[src/rtl/mcp_pkg.sv]
// mcp_pkg: opcodes, FSM states and instruction field positions for the multicycle core
package mcp_pkg;
  typedef enum logic [1:0] {IDLE, FETCH, EXEC} state_t;
  localparam logic [3:0] OP_NOP  = 4'd0;
  localparam logic [3:0] OP_ADD  = 4'd1;
  localparam logic [3:0] OP_SUB  = 4'd2;
  localparam logic [3:0] OP_OR   = 4'd3;
  localparam logic [3:0] OP_AND  = 4'd4;
  localparam logic [3:0] OP_XOR  = 4'd5;
  localparam logic [3:0] OP_LDI  = 4'd6;
  localparam logic [3:0] OP_JMP  = 4'd7;
  localparam logic [3:0] OP_BZ   = 4'd8;
  localparam logic [3:0] OP_HALT = 4'd9;
  localparam int OP_LSB = 12;
  localparam int RD_LSB = 8;
  localparam int RS_LSB = 4;
  localparam int RT_LSB = 0;
  localparam int IMM_W  = 8;
endpackage

[src/rtl/mcp_regfile.sv]
// mcp_regfile: NREGS x DATA_W register file, sync write, two operand reads plus a debug read
module mcp_regfile #(
  parameter int DATA_W = 8,
  parameter int NREGS  = 4
) (
  input  logic                     clk,
  input  logic                     rst,
  input  logic                     we,
  input  logic [$clog2(NREGS)-1:0] waddr,
  input  logic [DATA_W-1:0]        wdata,
  input  logic [$clog2(NREGS)-1:0] ra,
  input  logic [$clog2(NREGS)-1:0] rb,
  input  logic [$clog2(NREGS)-1:0] dbg_raddr,
  output logic [DATA_W-1:0]        rdata_a,
  output logic [DATA_W-1:0]        rdata_b,
  output logic [DATA_W-1:0]        dbg_rdata
);
  logic [DATA_W-1:0] regs [NREGS];
  always_ff @(posedge clk)
    if (rst) regs <= '{default: '0};
    else if (we) regs[waddr] <= wdata;
  assign rdata_a   = regs[ra];
  assign rdata_b   = regs[rb];
  assign dbg_rdata = regs[dbg_raddr];
endmodule

[src/rtl/multicycle_proc_core.sv]
// multicycle_proc_core: fetch/execute core with external instruction fetch handshake
module multicycle_proc_core import mcp_pkg::*; #(
  parameter int DATA_W = 8,
  parameter int NREGS  = 4,
  parameter int PC_W   = 8
) (
  input  logic                     clk,
  input  logic                     rst,
  input  logic                     start,
  output logic                     imem_req,
  output logic [PC_W-1:0]          imem_addr,
  input  logic                     imem_valid,
  input  logic [15:0]              imem_data,
  output logic [PC_W-1:0]          pc,
  output logic                     busy,
  output logic                     halted,
  output logic                     wb_valid,
  output logic [$clog2(NREGS)-1:0] wb_addr,
  output logic [DATA_W-1:0]        wb_data,
  output logic                     flag_z,
  output logic                     flag_c,
  output logic                     illegal,
  input  logic [$clog2(NREGS)-1:0] dbg_raddr,
  output logic [DATA_W-1:0]        dbg_rdata
);
  localparam int AW = $clog2(NREGS);
  state_t state;
  logic [15:0] ir;
  logic [3:0] op;
  logic [AW-1:0] rd, rs, rt;
  logic [DATA_W-1:0] a, b, imm, res;
  logic [DATA_W:0] sum, dif;
  logic [PC_W-1:0] next_pc;
  logic is_alu, is_arith, writes, unused_ir;
  assign op        = ir[OP_LSB +: 4];
  assign rd        = ir[RD_LSB +: AW];
  assign rs        = ir[RS_LSB +: AW];
  assign rt        = ir[RT_LSB +: AW];
  assign imm       = DATA_W'(ir[IMM_W-1:0]);
  assign unused_ir = ^ir;
  assign is_alu    = op >= OP_ADD && op <= OP_XOR;
  assign is_arith  = op == OP_ADD || op == OP_SUB;
  assign writes    = op >= OP_ADD && op <= OP_LDI;
  assign sum       = {1'b0, a} + {1'b0, b};
  assign dif       = {1'b0, a} - {1'b0, b};
  assign res       = op == OP_ADD ? sum[DATA_W-1:0] :
                     op == OP_SUB ? dif[DATA_W-1:0] :
                     op == OP_OR  ? a | b :
                     op == OP_AND ? a & b :
                     op == OP_XOR ? a ^ b : imm;
  assign next_pc   = (op == OP_JMP || (op == OP_BZ && flag_z)) ? PC_W'(ir[IMM_W-1:0]) : pc + 1'b1;
  assign imem_req  = state == FETCH;
  assign imem_addr = pc;
  assign busy      = state != IDLE;
  mcp_regfile #(.DATA_W(DATA_W), .NREGS(NREGS)) u_rf (
    .clk, .rst,
    .we(state == EXEC && writes),
    .waddr(rd), .wdata(res),
    .ra(rs), .rb(rt), .dbg_raddr,
    .rdata_a(a), .rdata_b(b), .dbg_rdata
  );
  always_ff @(posedge clk) begin
    if (rst) begin
      state    <= IDLE;
      pc       <= '0;
      ir       <= '0;
      flag_z   <= 1'b0;
      flag_c   <= 1'b0;
      halted   <= 1'b0;
      wb_valid <= 1'b0;
      wb_addr  <= '0;
      wb_data  <= '0;
      illegal  <= 1'b0;
    end else begin
      wb_valid <= 1'b0;
      illegal  <= 1'b0;
      case (state)
        IDLE: if (start) begin
          state  <= FETCH;
          halted <= 1'b0;
        end
        FETCH: if (imem_valid) begin
          ir    <= imem_data;
          state <= EXEC;
        end
        EXEC: begin
          pc       <= next_pc;
          state    <= op == OP_HALT ? IDLE : FETCH;
          halted   <= op == OP_HALT;
          illegal  <= op > OP_HALT;
          wb_valid <= writes;
          if (writes) begin
            wb_addr <= rd;
            wb_data <= res;
          end
          if (is_alu) flag_z <= res == '0;
          if (is_arith) flag_c <= op == OP_ADD ? sum[DATA_W] : dif[DATA_W];
        end
        default: state <= IDLE;
      endcase
    end
  end
endmodule

[config.mk]
export PLATFORM = sky130hd
export DESIGN_NAME = multicycle_proc_core
export DESIGN_NICKNAME = d
export VERILOG_FILES = /design/src/rtl/mcp_pkg.sv /design/src/rtl/mcp_regfile.sv /design/src/rtl/multicycle_proc_core.sv
export SDC_FILE = /design/constraint.sdc
export NUM_CORES = 1
export LEC_CHECK = 0
export ABC_CLOCK_PERIOD_IN_PS = 3500
export CAP_MARGIN = 20
export CORE_MARGIN = 2
export CORE_UTILIZATION = 60
export CTS_BUF_LIST = sky130_fd_sc_hd__clkbuf_4
export DETAILED_ROUTE_END_ITERATION = 6
export DONT_BUFFER_PORTS = 1
export HOLD_SLACK_MARGIN = 0.12
export PLACE_DENSITY = 0.79
export SLEW_MARGIN = 20
export SYNTH_ARGS = -nofsm -noshare
export SYNTH_HDL_FRONTEND = slang
export SYNTH_HIERARCHICAL = 1
export SYNTH_SLANG_ARGS = --single-unit
[constraint.sdc]
create_clock -name clk -period 3.5 [get_ports clk]
set_input_delay 0.35 -clock clk [delete_from_list [all_inputs] [get_ports clk]]
set_output_delay 0.35 -clock clk [all_outputs]
set_load 0.02 [all_outputs]
# Word level (Yosys, flattened, before mapping)
# Cells that the tools add are included.
[op_classes]
n_eq_ne = 12
bitwise = 8
mux = 25
add_sub_neg = 3
reduce_logical = 18
magnitude_cmp = 9
[op_table]
columns = ["cell", "count"]
rows = [
  ["$mux 8", 13],
  ["$bmux 8 s2", 3],
  ["$bwmux 32", 1],
  ["$demux 8 s2", 1],
  ["$eq 4x3->1 const B", 3],
  ["$ge 3x3->1 const B", 4],
  ["$not 2->3", 4],
  ["$reduce_and 2->1", 6],
  ["$add 8x8->9", 1],
  ["$sub 8x8->9", 1],
  ["$add 8x1->8 const B", 1],
  ["$and 8x8->8", 1],
  ["$eq 4x2->1 const B", 2],
  ["$eq 4x4->1 const B", 2],
  ["$le 4x3->1 const B", 2],
  ["$logic_not 8->1", 1],
  ["$or 8x8->8", 1],
  ["$xor 8x8->8", 1],
  ["$pmux 2 s3", 1],
  ["$logic_and 1x1->1", 5],
  ["$eq 4x1->1 const B", 1],
  ["$ge 4x1->1 const B", 1],
  ["$gt 4x4->1 const B", 1],
  ["$mux 2", 2],
  ["other kinds (12)", 16],
]
[word_totals]
register_bits = 73
out_inout_bits = 41
wordCells = 89
in_bits = 22

# Depth between registers and ports, before layout
# Gate-level depths: netlist of the first run.
[depth]
depth_word = 11
depth_mapped = 14
depth_no_buf = 13

# Cells and area by module
# Netlist of the first run, hierarchy kept.
[modules_own_cells]
columns = ["module", "instances", "area_each_um2", "cells_per_inst"]
rows = [
  ["multicycle_proc_core", 1, 3050.4, 411],
  ["mcp_regfile", 1, 1855.5, 146],
]

# Worst setup path after synthesis of the first run
# OpenSTA, ideal clock, no wires.
[synth_timing]
kind = "register to register"
start = "register ir[5]"
end = "register u_rf/regs[6] in the netlist's numbering"
stages_incl_launch_ff = 14
setup_slack_ns = 0.217
t_arrival_ns = 3.149
synth_period_minus_slack_ns = 3.283
path_cell_list = "dfxtp_1 > buf_2 > mux4_2 > inv_1 > ha_1 > inv_1 > fa_1 > nor3b_1 > nor3_1 > o311ai_1 > and3_1 > or4_1 > nand2b_1 > mux2i_1"
[synth_via]
word_cells_on_any_way = 15
cone_classes = "2 x add/sub; 9 x mux; 4 x bitwise"
[synth_lines]
columns = ["element", "line", "source"]
rows = [
  ["start: declaration", "multicycle_proc_core.sv:28", "logic [15:0] ir;"],
  ["start signal: assignment", "multicycle_proc_core.sv:83", "ir <= imem_data;"],
  ["$not 2->3 (implied by the code) *", "mcp_regfile.sv:22", "assign rdata_a = regs[ra];"],
  ["$bmux 8 s2 *", "mcp_regfile.sv:22", ""],
  ["$mux 8 (implied by the code) * (2 in a row)", "mcp_regfile.sv:22", ""],
  ["via a[0]", "multicycle_proc_core.sv:31", "logic [DATA_W-1:0] a, b, imm, res;"],
  ["$sub 8x8->9", "multicycle_proc_core.sv:45", "assign dif = {1'b0, a} - {1'b0, b};"],
  ["$mux 8", "multicycle_proc_core.sv:47", "op == OP_SUB ? dif[DATA_W-1:0] :"],
  ["$mux 8 *", "multicycle_proc_core.sv:46", "assign res = op == OP_ADD ? sum[DATA_W-1:0] :"],
  ["via res[6]", "multicycle_proc_core.sv:31", ""],
  ["$bwmux 32 *", "mcp_regfile.sv:21", "else if (we) regs[waddr] <= wdata;"],
  ["end signal: indexed assignment", "mcp_regfile.sv:21", ""],
  ["end: declaration", "mcp_regfile.sv:18", "logic [DATA_W-1:0] regs [NREGS];"],
]
# Mark *: on every way through the listed nets, which the timed path passes. The rest lies on a longest branch. The select of a mux whose other input is x is not followed.
# A chain may end at the register's enable or synchronous reset.

# Worst setup path after layout of the first run
[layout_timing]
start = "register ir[1]"
end = "register u_rf/regs[30] in the netlist's numbering"
[layout_via]
word_cells_on_any_way = 15
cone_classes = "2 x add/sub; 9 x mux; 4 x bitwise"
[layout_lines]
columns = ["element", "line", "source"]
rows = [
  ["$not 2->3 (implied by the code) *", "mcp_regfile.sv:23", "assign rdata_b = regs[rb];"],
  ["$bmux 8 s2 *", "mcp_regfile.sv:23", ""],
  ["$mux 8 (implied by the code) * (2 in a row)", "mcp_regfile.sv:23", ""],
  ["via b[2]", "multicycle_proc_core.sv:31", ""],
  ["$sub 8x8->9", "multicycle_proc_core.sv:45", ""],
  ["$mux 8", "multicycle_proc_core.sv:47", ""],
  ["$mux 8 *", "multicycle_proc_core.sv:46", ""],
  ["via res[6]", "multicycle_proc_core.sv:31", ""],
  ["$bwmux 32 *", "mcp_regfile.sv:21", ""],
]
# Marks and branches as above.

==> key figures, run 1 <==
Status
  • Status: complete, no violations

Clock network
  • H-tree levels: 3
  • CTS tree: built
  • Num CTS Buffers: 9
  • Worst-case clock buffer depth: 2
  • Clock slew at reported path FFs: 0.12 ns
  • Root Buffer: clkbuf_4
  • CTS sink count: 71
  • Clk Latency, worst-skew pair: 0.44 ns

Yosys
  • Post-Syn Area: 4906 um2
  • Ys flop type: dfxtp_1
  • Synth top area cells: dfxtp_1 29%, mux4_2 11%, mux2i_1 7.3%, ha_1 6.4%, nand2b_1 6.0%
  • Syn avg cell area: 8.808 um2
  • Synth Register Bits: 71
  • EDFF count, synth: 0
  • Top post-synthesis cells by count: 71 x dfxtp_1, 55 x nand2_1, 47 x nand2b_1
  • Syn nets: 606
  • Async set-reset flop share out of synthesis: 0%
  • Syn. warnings: 6
  • Synth top area share: 28.97%
  • Count of cell types in the netlist: 68
  • Most frequent cell after synthesis: dfxtp_1
  • Sequential cell area fraction in the yosys report: 28.97%
  • Synth area leader: dfxtp_1
  • Cells after synthesis: 557

STA
  • Crit path time final: 3.372 ns
  • Worst-margin pin slew: 0.8046 ns
  • Skew final: 0.04241 ns
  • Endpoints failing setup: 0
  • Max Freq: 296.6 MHz
  • Fin. max-slew vios: 0
  • Setup_tns: 0 ns
  • WHS: 0.1466 ns
  • Max_slew headroom: 46.33%
  • Period utilisation layout: 96.33%
  • Setup WS post-layout: 0.1284 ns
  • RSZ-0062 raised after global routing: no
  • Final hold violations: 0

Critical path
  • Most frequent CP cell: mux2i_1
  • WS Path Type: flip-flop to flip-flop
  • Critical Path Slowest Stage Cell: or4_1
  • CP arrival: 3.66 ns
  • Slowest cell delay on critical path: 0.65 ns
  • CP delay by family, top: simple AND/OR/NAND/NOR gates
  • Data required time of the critical path: 3.79 ns
  • Critical path endpoint category: flip-flop
  • Crit start category: flip-flop
  • Cell Chain, Critical Path: buf_6 -> mux4_2 -> inv_1 -> ha_1 -> buf_4 -> nor2b_1 -> o31a_1 -> o22ai_2 -> mux2i_1 -> or4_1 -> nand2b_1 -> mux2i_1
  • Peak fanout along the critical path: 7
  • Worst path bufs/invs: 3

Global routing
  • Global-route usage over all layers: 30.30%
  • First-pass GRT wire length: 20680 um
  • Antenna violations before repair: 0
  • GRT overflow: 0
  • Pin count of the biggest net entering global routing: 64
  • Vias in the first global route: 4129

Placement
  • Inst Count DP: 632
  • Final GP Congestion: 0.8973
  • Detailed Place HPWL: 9144 um
  • Pre-CTS setup slack: 0.02270 ns
  • Input/output buffers: 0
  • Placed cell area: 4933 um2

Floorplanning
  • Full die area: 8916 um2
  • Chip height: 94.43 um
  • Total core area: 7807 um2
  • I/O pin count: 63
  • Die W: 94.43 um
  • Std cell rows: 32
  • Starting Density: 62.84%

Routing
  • DRT iter0 DRCs: 423
  • Drt drc: 0
  • Total Wirelength: 13050 um
  • Avg WL per Cell: 19.60 um
  • Met2 WL post-DR: 6539 um
  • Met3 WL post-DR: 878 um
  • Antenna-violating nets left: 0
  • DR pass1 iterations: 6
  • Via density: 6.290
  • Vias: 4189
  • WL met1: 5437 um
  • Top layer in use: met4

Min path
  • Worst Hold Class: primary input to flip-flop

Power
  • PD cells: 319.1 nW/um2
  • VDD IR max: 0.0002641 V
  • Leak: 2.049 nW

Finish
  • Share of cells above drive strength 1: 12.94%
  • Ant diodes: 0
  • Final net count: 608
  • Filler Cell Count: 632
  • Final cell count without fillers: 666
  • Design Area, Final: 5336 um2
  • Area Overhead vs Synth: 8.773%

Flow run
  • Max Cap Viol: 0
## registers in the layout, indices dropped and copies added, names as in the netlist
register / flops
halted: 1
wb_addr: 2
flag_z: 1
illegal: 1
state: 2
wb_data: 8
flag_c: 1
ir: 14
imem_addr: 8
wb_valid: 1
u_rf/regs: 32
## placed cells by master (no fill, tap or decap), types with 3 or more instances in the layout
cell,netlist,layout
a211oi_1,4,3
a21o_1,3,3
a21oi_1,43,43
a2bb2oi_1,3,3
a31oi_1,3,3
and3_1,4,4
buf_4,9,17
bufinv_16,0,3
clkbuf_4,0,10
dfxtp_1,71,71
dlygate4sd3_1,0,17
ha_1,25,25
inv_1,26,25
inv_2,2,3
mux2i_1,36,36
mux4_2,24,24
nand2_1,55,55
nand2b_1,47,47
nand3_1,10,10
nand3b_1,5,5
nor2_1,35,35
nor2b_1,9,9
nor3_1,11,10
nor3b_1,4,4
o21a_1,4,4
o21ai_0,19,18
o21bai_1,4,4
o221ai_1,4,4
o22ai_1,6,6
o31ai_1,6,6
or3b_1,3,3
## worst reg2reg max path, delay by kind of cell (launching register included)
family	cells	cell delay (ns)
flip-flops	1	0.41
adder cells (fa/ha/maj)	1	0.24
AO/OA/AOI/OAI	2	0.41
AND/OR/NAND/NOR	3	0.98
multiplexers	3	0.75
buffers and inverters	3	0.46
## layer usage
metal  GRT usage (%)  up-vias
met1           37.93     2028
met2           52.80      166
met3           6.464       20
met5               0        -
li1                -     1975
met4           8.696        0
## kinds of logic after synthesis
group,Yosys count,synth area share (%)
simple gates,203,22.16
xor+xnor,4,0.7142
buf+inv,73,6.937
compound gates,118,15.43
fa+ha+maj,27,7.192
mux,61,18.59
flops,71,28.97
## repair_timing
item | CTS | global route
endpoints found under the hold margin | 63 | 3
endpoints found under the setup margin | 0 | 10
buffers inserted | 0 | 0
gates resized for setup | 0 | 5
hold buffers | 17 | 1
## metrics by stage
step | power, mW | utilization (%)
after detailed placement | 0.9971 | 63.19
after CTS | 1.706 | 67.95
after global routing | 1.766 | 68.35
after global placement | 0.9946 | 63.19
after floorplan | 0.9720 | -
final | 1.703 | 68.35
## worst paths after layout
check / start / end / slack [ns] / depth (start not counted)
min reg2reg: ir[7] / ir[7] / 0.51 / 2
max reg2reg: ir[1] / u_rf/regs[30] / 0.13 / 12
max: ir[1] / u_rf/regs[30] / 0.13 / 12
min: rst / u_rf/regs[8] / 0.15 / 2
## power breakdown
part	switching, mW	leakage, nW	internal (mW)	total [mW]
Combinational	0.0999	1.37	0.0772	0.177
Clock	0.314	0.101	0.375	0.689
Sequential	0.0197	0.573	0.817	0.837
Total	0.434	2.05	1.27	1.70
## layout make-up
| type | count | area, um2 | area share (%) |
|---|---|---|---|
| multi-input combinational | 413 | 3162 | 59.25 |
| sequential | 71 | 1421 | 26.64 |
| timing repair buffer | 36 | 329.1 | 6.166 |
| tap | 102 | 127.6 | 2.392 |
| clock inverter | 6 | 116.4 | 2.181 |
| inverter | 28 | 105.1 | 1.970 |
| clock buffer | 10 | 75.07 | 1.407 |
(Power assumes the default switching activity.)
==> run 2, diff against run 1 <==
--- a/config.mk
+++ b/config.mk
@@ -5,6 +5,7 @@
 export SDC_FILE = /design/constraint.sdc
 export NUM_CORES = 1
 export LEC_CHECK = 0
+export ABC_AREA = 1
 export ABC_CLOCK_PERIOD_IN_PS = 3500
 export CAP_MARGIN = 20
 export CORE_MARGIN = 2
==> run 2 against run 1 <==
Against the previous run:
- clock power is 20% lower
- sequential share of layout area down 0.30 points
- core utilization decreased by 3.3 points
- setup slack better by 0.38 ns
- critical path depth increased by 4
- flip-flop and latch count unchanged
- power increased by 12%
- die area up 5.5%
- area after synthesis rose by 5.7%
- global-route usage rose by 0.46 points
- first-iteration DRC count decreased by 20%
- clock skew fell by 0.020 ns
==> key figures, run 2 <==
Clock network
  • Post-CTS Hold Buffers: 13 (was 17)
  • Root Buffer: clkbuf_4 (unchanged)
  • Clock slew at reported path FFs: 0.13 ns (was 0.12 ns)
  • CTS sink count: 71 (unchanged)
  • H-tree levels: 3 (unchanged)
  • Clk Latency, worst-skew pair: 0.43 ns (was 0.44 ns)
  • Worst-case clock buffer depth: 2 (unchanged)
  • Num CTS Buffers: 9 (unchanged)
  • CTS resizes: 0 (unchanged)
  • CTS tree: built (unchanged)
  • Post-CTS Repair Setup Buffers: 0 (unchanged)

Floorplanning
  • I/O pin count: 63 (unchanged)
  • Full die area: 9405 um2 (was 8916 um2)
  • Starting Density: 62.51% (was 62.84%)
  • Total core area: 8299 um2 (was 7807 um2)
  • Chip height: 96.98 um (was 94.43 um)
  • Std cell rows: 33 (was 32)
  • Die W: 96.98 um (was 94.43 um)

Routing
  • WL met1: 6002 um (was 5437 um)
  • DRT iter0 DRCs: 337 (was 423)
  • DR pass1 iterations: 7 (was 6)
  • Met2 WL post-DR: 7034 um (was 6539 um)
  • Total Wirelength: 14700 um (was 13050 um)
  • Met3 WL post-DR: 1258 um (was 878 um)
  • Antenna-violating nets left: 0 (unchanged)
  • Vias: 5353 (was 4189)
  • Drt drc: 0 (unchanged)
  • Via density: 5.768 (was 6.290)
  • Top layer in use: met4 (unchanged)
  • Avg WL per Cell: 15.84 um (was 19.60 um)

Finish
  • Largest register FFs: 32 (unchanged)
  • Final net count: 867 (was 608)
  • Final core occ: 65.02% (was 68.35%)
  • Commonest non-fill, non-tap cells in the layout: 251 x nand2_1, 110 x inv_1, 85 x nor2_1 (was 71 x dfxtp_1, 55 x nand2_1, 47 x nand2b_1)
  • Regs by FF count: u_rf/regs x32, ir x14 (unchanged)
  • Biggest register: u_rf/regs (unchanged)
  • Share of cells above drive strength 1: 5.711% (was 12.94%)
  • Commonest non-fill, non-tap cell in the layout: nand2_1 (was dfxtp_1)
  • Filler Cell Count: 772 (was 632)
  • Area Overhead vs Synth: 4.028% (was 8.773%)
  • Ant diodes: 0 (unchanged)

Critical path
  • Cell Chain, Critical Path: inv_1 -> o211ai_1 -> nand2_1 -> inv_1 -> ha_1 -> a21oi_1 -> or2_2 -> nand3_1 -> nand2_1 -> nand3_1 -> nand2_1 -> inv_1 -> inv_1 -> nand3_1 -> nand2_1 -> nor2_1 (was buf_6 -> mux4_2 -> inv_1 -> ha_1 -> buf_4 -> nor2b_1 -> o31a_1 -> o22ai_2 -> mux2i_1 -> or4_1 -> nand2b_1 -> mux2i_1)
  • Crit start category: flip-flop (unchanged)
  • CP startpoint: ir[5] (was ir[1])
  • Worst path bufs/invs: 4 (was 3)
  • Slowest cell delay on critical path: 0.50 ns (was 0.65 ns)
  • Critical path endpoint category: flip-flop (unchanged)
  • CP delay by family, top: simple AND/OR/NAND/NOR gates (unchanged)
  • WS Path Type: flip-flop to flip-flop (unchanged)
  • Critical Path Slowest Stage Cell: ha_1 (was or4_1)
  • Data required time of the critical path: 3.86 ns (was 3.79 ns)
  • Peak fanout along the critical path: 11 (was 7)
  • CP arrival: 3.35 ns (was 3.66 ns)
  • Reg2reg start: ir[5] (was ir[1])

Yosys
  • Synth area leader: dfxtp_1 (unchanged)
  • Count of cell types in the netlist: 39 (was 68)
  • EDFF count, synth: 0 (unchanged)
  • Sequential cell area fraction in the yosys report: 27.40% (was 28.97%)
  • Post-Syn Area: 5187 um2 (was 4906 um2)
  • Synth Register Bits: 71 (unchanged)
  • Cells after synthesis: 831 (was 557)
  • Ys flop type: dfxtp_1 (unchanged)
  • Syn nets: 880 (was 606)
  • Syn. warnings: 6 (unchanged)
  • Synth top area cells: dfxtp_1 27%, nand2_1 18%, inv_1 8.0%, o211ai_1 7.7%, nor2_1 6.2% (was dfxtp_1 29%, mux4_2 11%, mux2i_1 7.3%, ha_1 6.4%, nand2b_1 6.0%)
  • Top post-synthesis cells by count: 251 x nand2_1, 110 x inv_1, 85 x nor2_1 (was 71 x dfxtp_1, 55 x nand2_1, 47 x nand2b_1)
  • Syn avg cell area: 6.242 um2 (was 8.808 um2)
  • Async set-reset flop share out of synthesis: 0% (unchanged)
  • Most frequent cell after synthesis: nand2_1 (was dfxtp_1)
  • Synth top area share: 27.40% (was 28.97%)

STA
  • Max_slew headroom: 34.31% (was 46.33%)
  • Setup_tns: 0 ns (unchanged)
  • Worst-margin pin slew: 0.9843 ns (was 0.8046 ns)
  • Max Freq: 334.8 MHz (was 296.6 MHz)
  • Fin. max-slew vios: 0 (unchanged)
  • Crit path time final: 2.987 ns (was 3.372 ns)
  • Period utilisation layout: 85.34% (was 96.33%)
  • Skew final: 0.02240 ns (was 0.04241 ns)
  • Final hold violations: 0 (unchanged)
  • Endpoints failing setup: 0 (unchanged)
  • RSZ-0062 raised after global routing: no (unchanged)

Power
  • PD cells: 353.7 nW/um2 (was 319.1 nW/um2)
  • VDD IR max: 0.0002627 V (was 0.0002641 V)
  • Total power draw: 1.909 mW (was 1.703 mW)
  • Leak: 2.629 nW (was 2.049 nW)

Global routing
  • GRT overflow: 0 (unchanged)
  • Vias in the first global route: 4882 (was 4129)
  • Pin count of the biggest net entering global routing: 35 (was 64)
  • Global-route usage over all layers: 30.76% (was 30.30%)
  • Antenna violations before repair: 0 (unchanged)
  • First-pass GRT wire length: 23460 um (was 20680 um)

Min path
  • Worst Hold Class: primary input to flip-flop (unchanged)
  • Worst hold start: imem_data[13] (was rst)

Placement
  • Input/output buffers: 0 (unchanged)
  • Detailed Place HPWL: 10370 um (was 9144 um)
  • Final GP Congestion: 0.9184 (was 0.8973)

Status
  • Status: complete, no violations (unchanged)

Flow run
  • Max Cap Viol: 0 (unchanged)
run 2: cell count changes after synthesis, sizes merged, moves of 24 or more:
cell,previous run,this run
nand3,10,55
nand2b,47,0
mux4,24,0
nand2,55,258
o211ai,0,53
mux2i,36,0
inv,28,116
nor2,35,89
run 2: where the power goes:
part	switching (mW)	internal [mW]
sequential	0.0218	0.825
combinational	0.360	0.151
clock	0.332	0.219
run 2: per-stage QoR:
stage,setup WS [ns],hold WS (ns),area (um2),cells
2_1_floorplan,1.100,0.4410,5187,831
3_3_place_gp,0.6272,0.4190,5127,899
3_5_place_dp,0.6145,0.4242,5127,899
4_1_cts,0.5836,0.1248,5396,928
5_1_grt,0.2395,0.1369,5396,928
6_report,0.5131,0.1445,5396,928
run 2: worst paths after layout:
path / to / slack, ns / cells past startpoint
worst max-delay path: u_rf/regs[30] / 0.51 / 16
worst max register to register: u_rf/regs[30] / 0.51 / 16
worst min register to register: imem_addr[3] / 0.49 / 2
worst min-delay path: ir[13] / 0.14 / 2
run 2: cell families (layout without fill, tap and decap cells):
logic type                 count (synthesis)  in the layout  synth area share [%]
AOI/OAI and AO/OA                        152            152                 17.95
and+or+nand+nor                          418            418                 34.27
xor gates and xnor gates                   3              3                0.5066
adders and majority gates                 27             27                 6.802
buffers and inverters                    160            152                 13.07
DFF                                       71             71                 27.40
run 2: layout make-up:
cell class / instances / area [um2] / share of cell area (%)
multi-input combinational: 600 / 3088 / 57.22
sequential: 71 / 1421 / 26.34
inverter: 117 / 441.7 / 8.185
timing repair buffer: 19 / 175.2 / 3.246
tap: 105 / 131.4 / 2.434
clock inverter: 7 / 71.32 / 1.322
clock buffer: 9 / 67.56 / 1.252
run 2: metal layers:
layer  GRT usage [%]  up-vias
met1           38.76     2447
met4           10.29        0
met3           5.925       41
met5               0        -
met2           52.67      231
li1                -     2634
==> run 3, diff against run 2 <==
--- a/config.mk
+++ b/config.mk
@@ -8,12 +8,14 @@
 export ABC_AREA = 1
 export ABC_CLOCK_PERIOD_IN_PS = 3500
 export CAP_MARGIN = 20
-export CORE_MARGIN = 2
+export CORE_MARGIN = 5
 export CORE_UTILIZATION = 60
 export CTS_BUF_LIST = sky130_fd_sc_hd__clkbuf_4
+export CTS_CLUSTER_DIAMETER = 60
 export DETAILED_ROUTE_END_ITERATION = 6
 export DONT_BUFFER_PORTS = 1
 export HOLD_SLACK_MARGIN = 0.12
+export MAX_ROUTING_LAYER = met4
 export PLACE_DENSITY = 0.79
 export SLEW_MARGIN = 20
 export SYNTH_ARGS = -nofsm -noshare
==> run 3 against run 2 <==
Against the previous run:
- clock skew decreased by 0.00091 ns
- cell area decreased by 1.1%
- via count decreased by 0.60%
- power decreased by 5.1%
- critical path depth increased by 1
- combinational power decreased by 2%
- setup slack improved by 0.072 ns
- die area increased by 13%
- clock power decreased by 16%
- final cell count unchanged
==> key figures, run 3 (synthesized netlist as in run 2, its figures left out) <==
Routing
  • Avg WL per Cell: 15.74 um (was 15.84 um)
  • Via density: 5.734 (was 5.768)
  • Antenna-violating nets left: 0 (unchanged)
  • Drt drc: 0 (unchanged)
  • Vias: 5321 (was 5353)
  • DR pass1 iterations: 5 (was 7)
  • DRT iter0 DRCs: 301 (was 337)
  • Total Wirelength: 14610 um (was 14700 um)

Global routing
  • GRT met1 Usage: 38.30% (was 38.76%)
  • GRT overflow: 0 (unchanged)
  • Grt met2 use: 45.83% (was 52.67%)
  • Pin count of the biggest net entering global routing: 35 (unchanged)
  • GR peak layer: met2 (unchanged)
  • Antenna violations before repair: 0 (unchanged)
  • Vias in the first global route: 4781 (was 4882)
  • Met3 usage: 6.089% (was 5.925%)
  • First-pass GRT wire length: 23560 um (was 23460 um)
  • Global-route usage over all layers: 29.22% (was 30.76%)

Finish
  • Biggest register: u_rf/regs (unchanged)
  • Commonest non-fill, non-tap cell in the layout: nand2_1 (unchanged)
  • Design Area, Final: 5338 um2 (was 5396 um2)
  • Area Overhead vs Synth: 2.894% (was 4.028%)
  • Share of cells above drive strength 1: 5.739% (was 5.711%)
  • Largest register FFs: 32 (unchanged)
  • Commonest non-fill, non-tap cells in the layout: 251 x nand2_1, 110 x inv_1, 85 x nor2_1 (unchanged)
  • Regs by FF count: u_rf/regs x32, ir x14 (unchanged)
  • Final net count: 863 (was 867)
  • Final cell count without fillers: 928 (unchanged)

Critical path
  • Data required time of the critical path: 3.84 ns (was 3.86 ns)
  • Worst setup endpoint: u_rf/regs[30] (unchanged)
  • Peak fanout along the critical path: 11 (unchanged)
  • Critical path endpoint category: flip-flop (unchanged)
  • Reg2Reg Depth: 17 (was 16)
  • WS Path Type: flip-flop to flip-flop (unchanged)
  • R2r setup slk: 0.58 ns (was 0.51 ns)
  • Critical Path Slowest Stage Cell: ha_1 (unchanged)
  • Reg2reg start: ir[1] (was ir[5])
  • Cell Chain, Critical Path: inv_1 -> o211ai_1 -> nand2_1 -> inv_1 -> ha_1 -> inv_1 -> nor3_1 -> nand2_1 -> nand3_1 -> nand2_1 -> nand3_1 -> nand2_1 -> inv_1 -> inv_1 -> nand3_1 -> nand2_1 -> nor2_1 (was inv_1 -> o211ai_1 -> nand2_1 -> inv_1 -> ha_1 -> a21oi_1 -> or2_2 -> nand3_1 -> nand2_1 -> nand3_1 -> nand2_1 -> inv_1 -> inv_1 -> nand3_1 -> nand2_1 -> nor2_1)
  • Crit start category: flip-flop (unchanged)
  • CP arrival: 3.26 ns (was 3.35 ns)
  • Slowest cell delay on critical path: 0.47 ns (was 0.50 ns)
  • CP startpoint: ir[1] (was ir[5])
  • FF-to-FF End: u_rf/regs[30] (unchanged)

Placement
  • Final GP Congestion: 0.9357 (was 0.9184)
  • Pre-CTS setup slack: 0.6622 ns (was 0.6145 ns)
  • Input/output buffers: 0 (unchanged)
  • Placed cell area: 5131 um2 (was 5127 um2)
  • Detailed Place HPWL: 10790 um (was 10370 um)
  • Inst Count DP: 902 (was 899)

STA
  • Period utilisation layout: 83.29% (was 85.34%)
  • Crit path time final: 2.915 ns (was 2.987 ns)
  • Endpoints failing setup: 0 (unchanged)
  • Worst-margin pin slew: 1.020 ns (was 0.9843 ns)
  • Setup WS post-layout: 0.5847 ns (was 0.5131 ns)
  • Max_slew headroom: 31.95% (was 34.31%)
  • Fin. max-slew vios: 0 (unchanged)
  • RSZ-0062 raised after global routing: no (unchanged)
  • Setup_tns: 0 ns (unchanged)
  • Skew final: 0.02150 ns (was 0.02240 ns)
  • Max Freq: 343.0 MHz (was 334.8 MHz)
  • WHS: 0.1423 ns (was 0.1445 ns)
  • Final hold violations: 0 (unchanged)

Clock network
  • CTS resizes: 0 (unchanged)
  • Clk Latency, worst-skew pair: 0.42 ns (was 0.43 ns)
  • CTS tree: built (unchanged)
  • CTS sink count: 71 (unchanged)
  • Clock slew at reported path FFs: 0.13 ns (about the same)
  • Post-CTS Hold Buffers: 9 (was 13)
  • Worst-case clock buffer depth: 2 (unchanged)
  • Post-CTS Repair Setup Buffers: 0 (unchanged)
  • Num CTS Buffers: 9 (unchanged)
  • H-tree levels: 3 (unchanged)
  • Root Buffer: clkbuf_4 (unchanged)

Floorplanning
  • Total core area: 8593 um2 (was 8299 um2)
  • Starting Density: 60.37% (was 62.51%)
  • Full die area: 10600 um2 (was 9405 um2)
  • Std cell rows: 34 (was 33)
  • Chip height: 103.0 um (was 96.98 um)
  • Die W: 103.0 um (was 96.98 um)
  • I/O pin count: 63 (unchanged)

Power
  • VDD IR max: 0.0002811 V (was 0.0002627 V)
  • PD cells: 339.4 nW/um2 (was 353.7 nW/um2)
  • Leak: 2.600 nW (was 2.629 nW)

Flow run
  • Max Cap Viol: 0 (unchanged)

Status
  • Status: complete, no violations (unchanged)

Min path
  • Worst hold start: imem_data[2] (was imem_data[13])
  • Worst Hold Class: primary input to flip-flop (unchanged)
## run 3: cell types whose count changed in the layout (fill, tap and decap cells not counted), sizes merged
cell | previous run | this run
bufinv | 1 | 0
clkinv | 3 | 4
diode | 0 | 1
dlygate4sd3 | 13 | 9
## run 3: worst max-delay path: cells and delay by family, from the launching register on
kind | cells | cell delay (ns)
buffers and inverters | 5 | 0.72
AOI/OAI and AO/OA | 1 | 0.15
DFF | 1 | 0.38
adders and majority gates | 1 | 0.47
and+or+nand+nor | 10 | 1.12
## run 3: layer usage
metal | part of all wire (%) | vias up
met5 | 0 | -
met4 | 2.2 | 0
met3 | 7.7 | 29
met2 | 47 | 206
met1 | 43 | 2458
li1 | - | 2628
## run 3: worst min path at each step
stage	to	slack (ns)	cells past startpoint
after floorplan	ir[7]	0.44	2
after global placement	flag_z	0.42	1
after detailed placement	flag_z	0.42	1
after CTS	ir[2]	0.12	2
after global routing	ir[5]	0.13	2
final	ir[2]	0.14	2
## run 3: area by class of cell
class | count | area (um2)
antenna | 1 | 2.502
clock inverter | 7 | 46.29
clock buffer | 9 | 67.56
timing repair buffer | 15 | 135.1
inverter | 117 | 441.7
tap | 108 | 135.1
multi-input combinational | 600 | 3088
sequential | 71 | 1421
fill | 816 | 3256
## run 3: power by group
part / leakage (nW) / switching, mW / internal [mW] / total, mW
Sequential: 0.574 / 0.0215 / 0.824 / 0.846
Combinational: 1.97 / 0.354 / 0.147 / 0.501
Clock: 0.0602 / 0.319 / 0.146 / 0.465
Total: 2.60 / 0.694 / 1.12 / 1.81
## run 3: through the flow
stage	power, mW	util [%]
2_1_floorplan	1.238	-
3_3_place_gp	1.337	59.71
3_5_place_dp	1.344	59.71
4_1_cts	1.812	62.09
5_1_grt	1.930	62.09
6_report	1.811	62.11
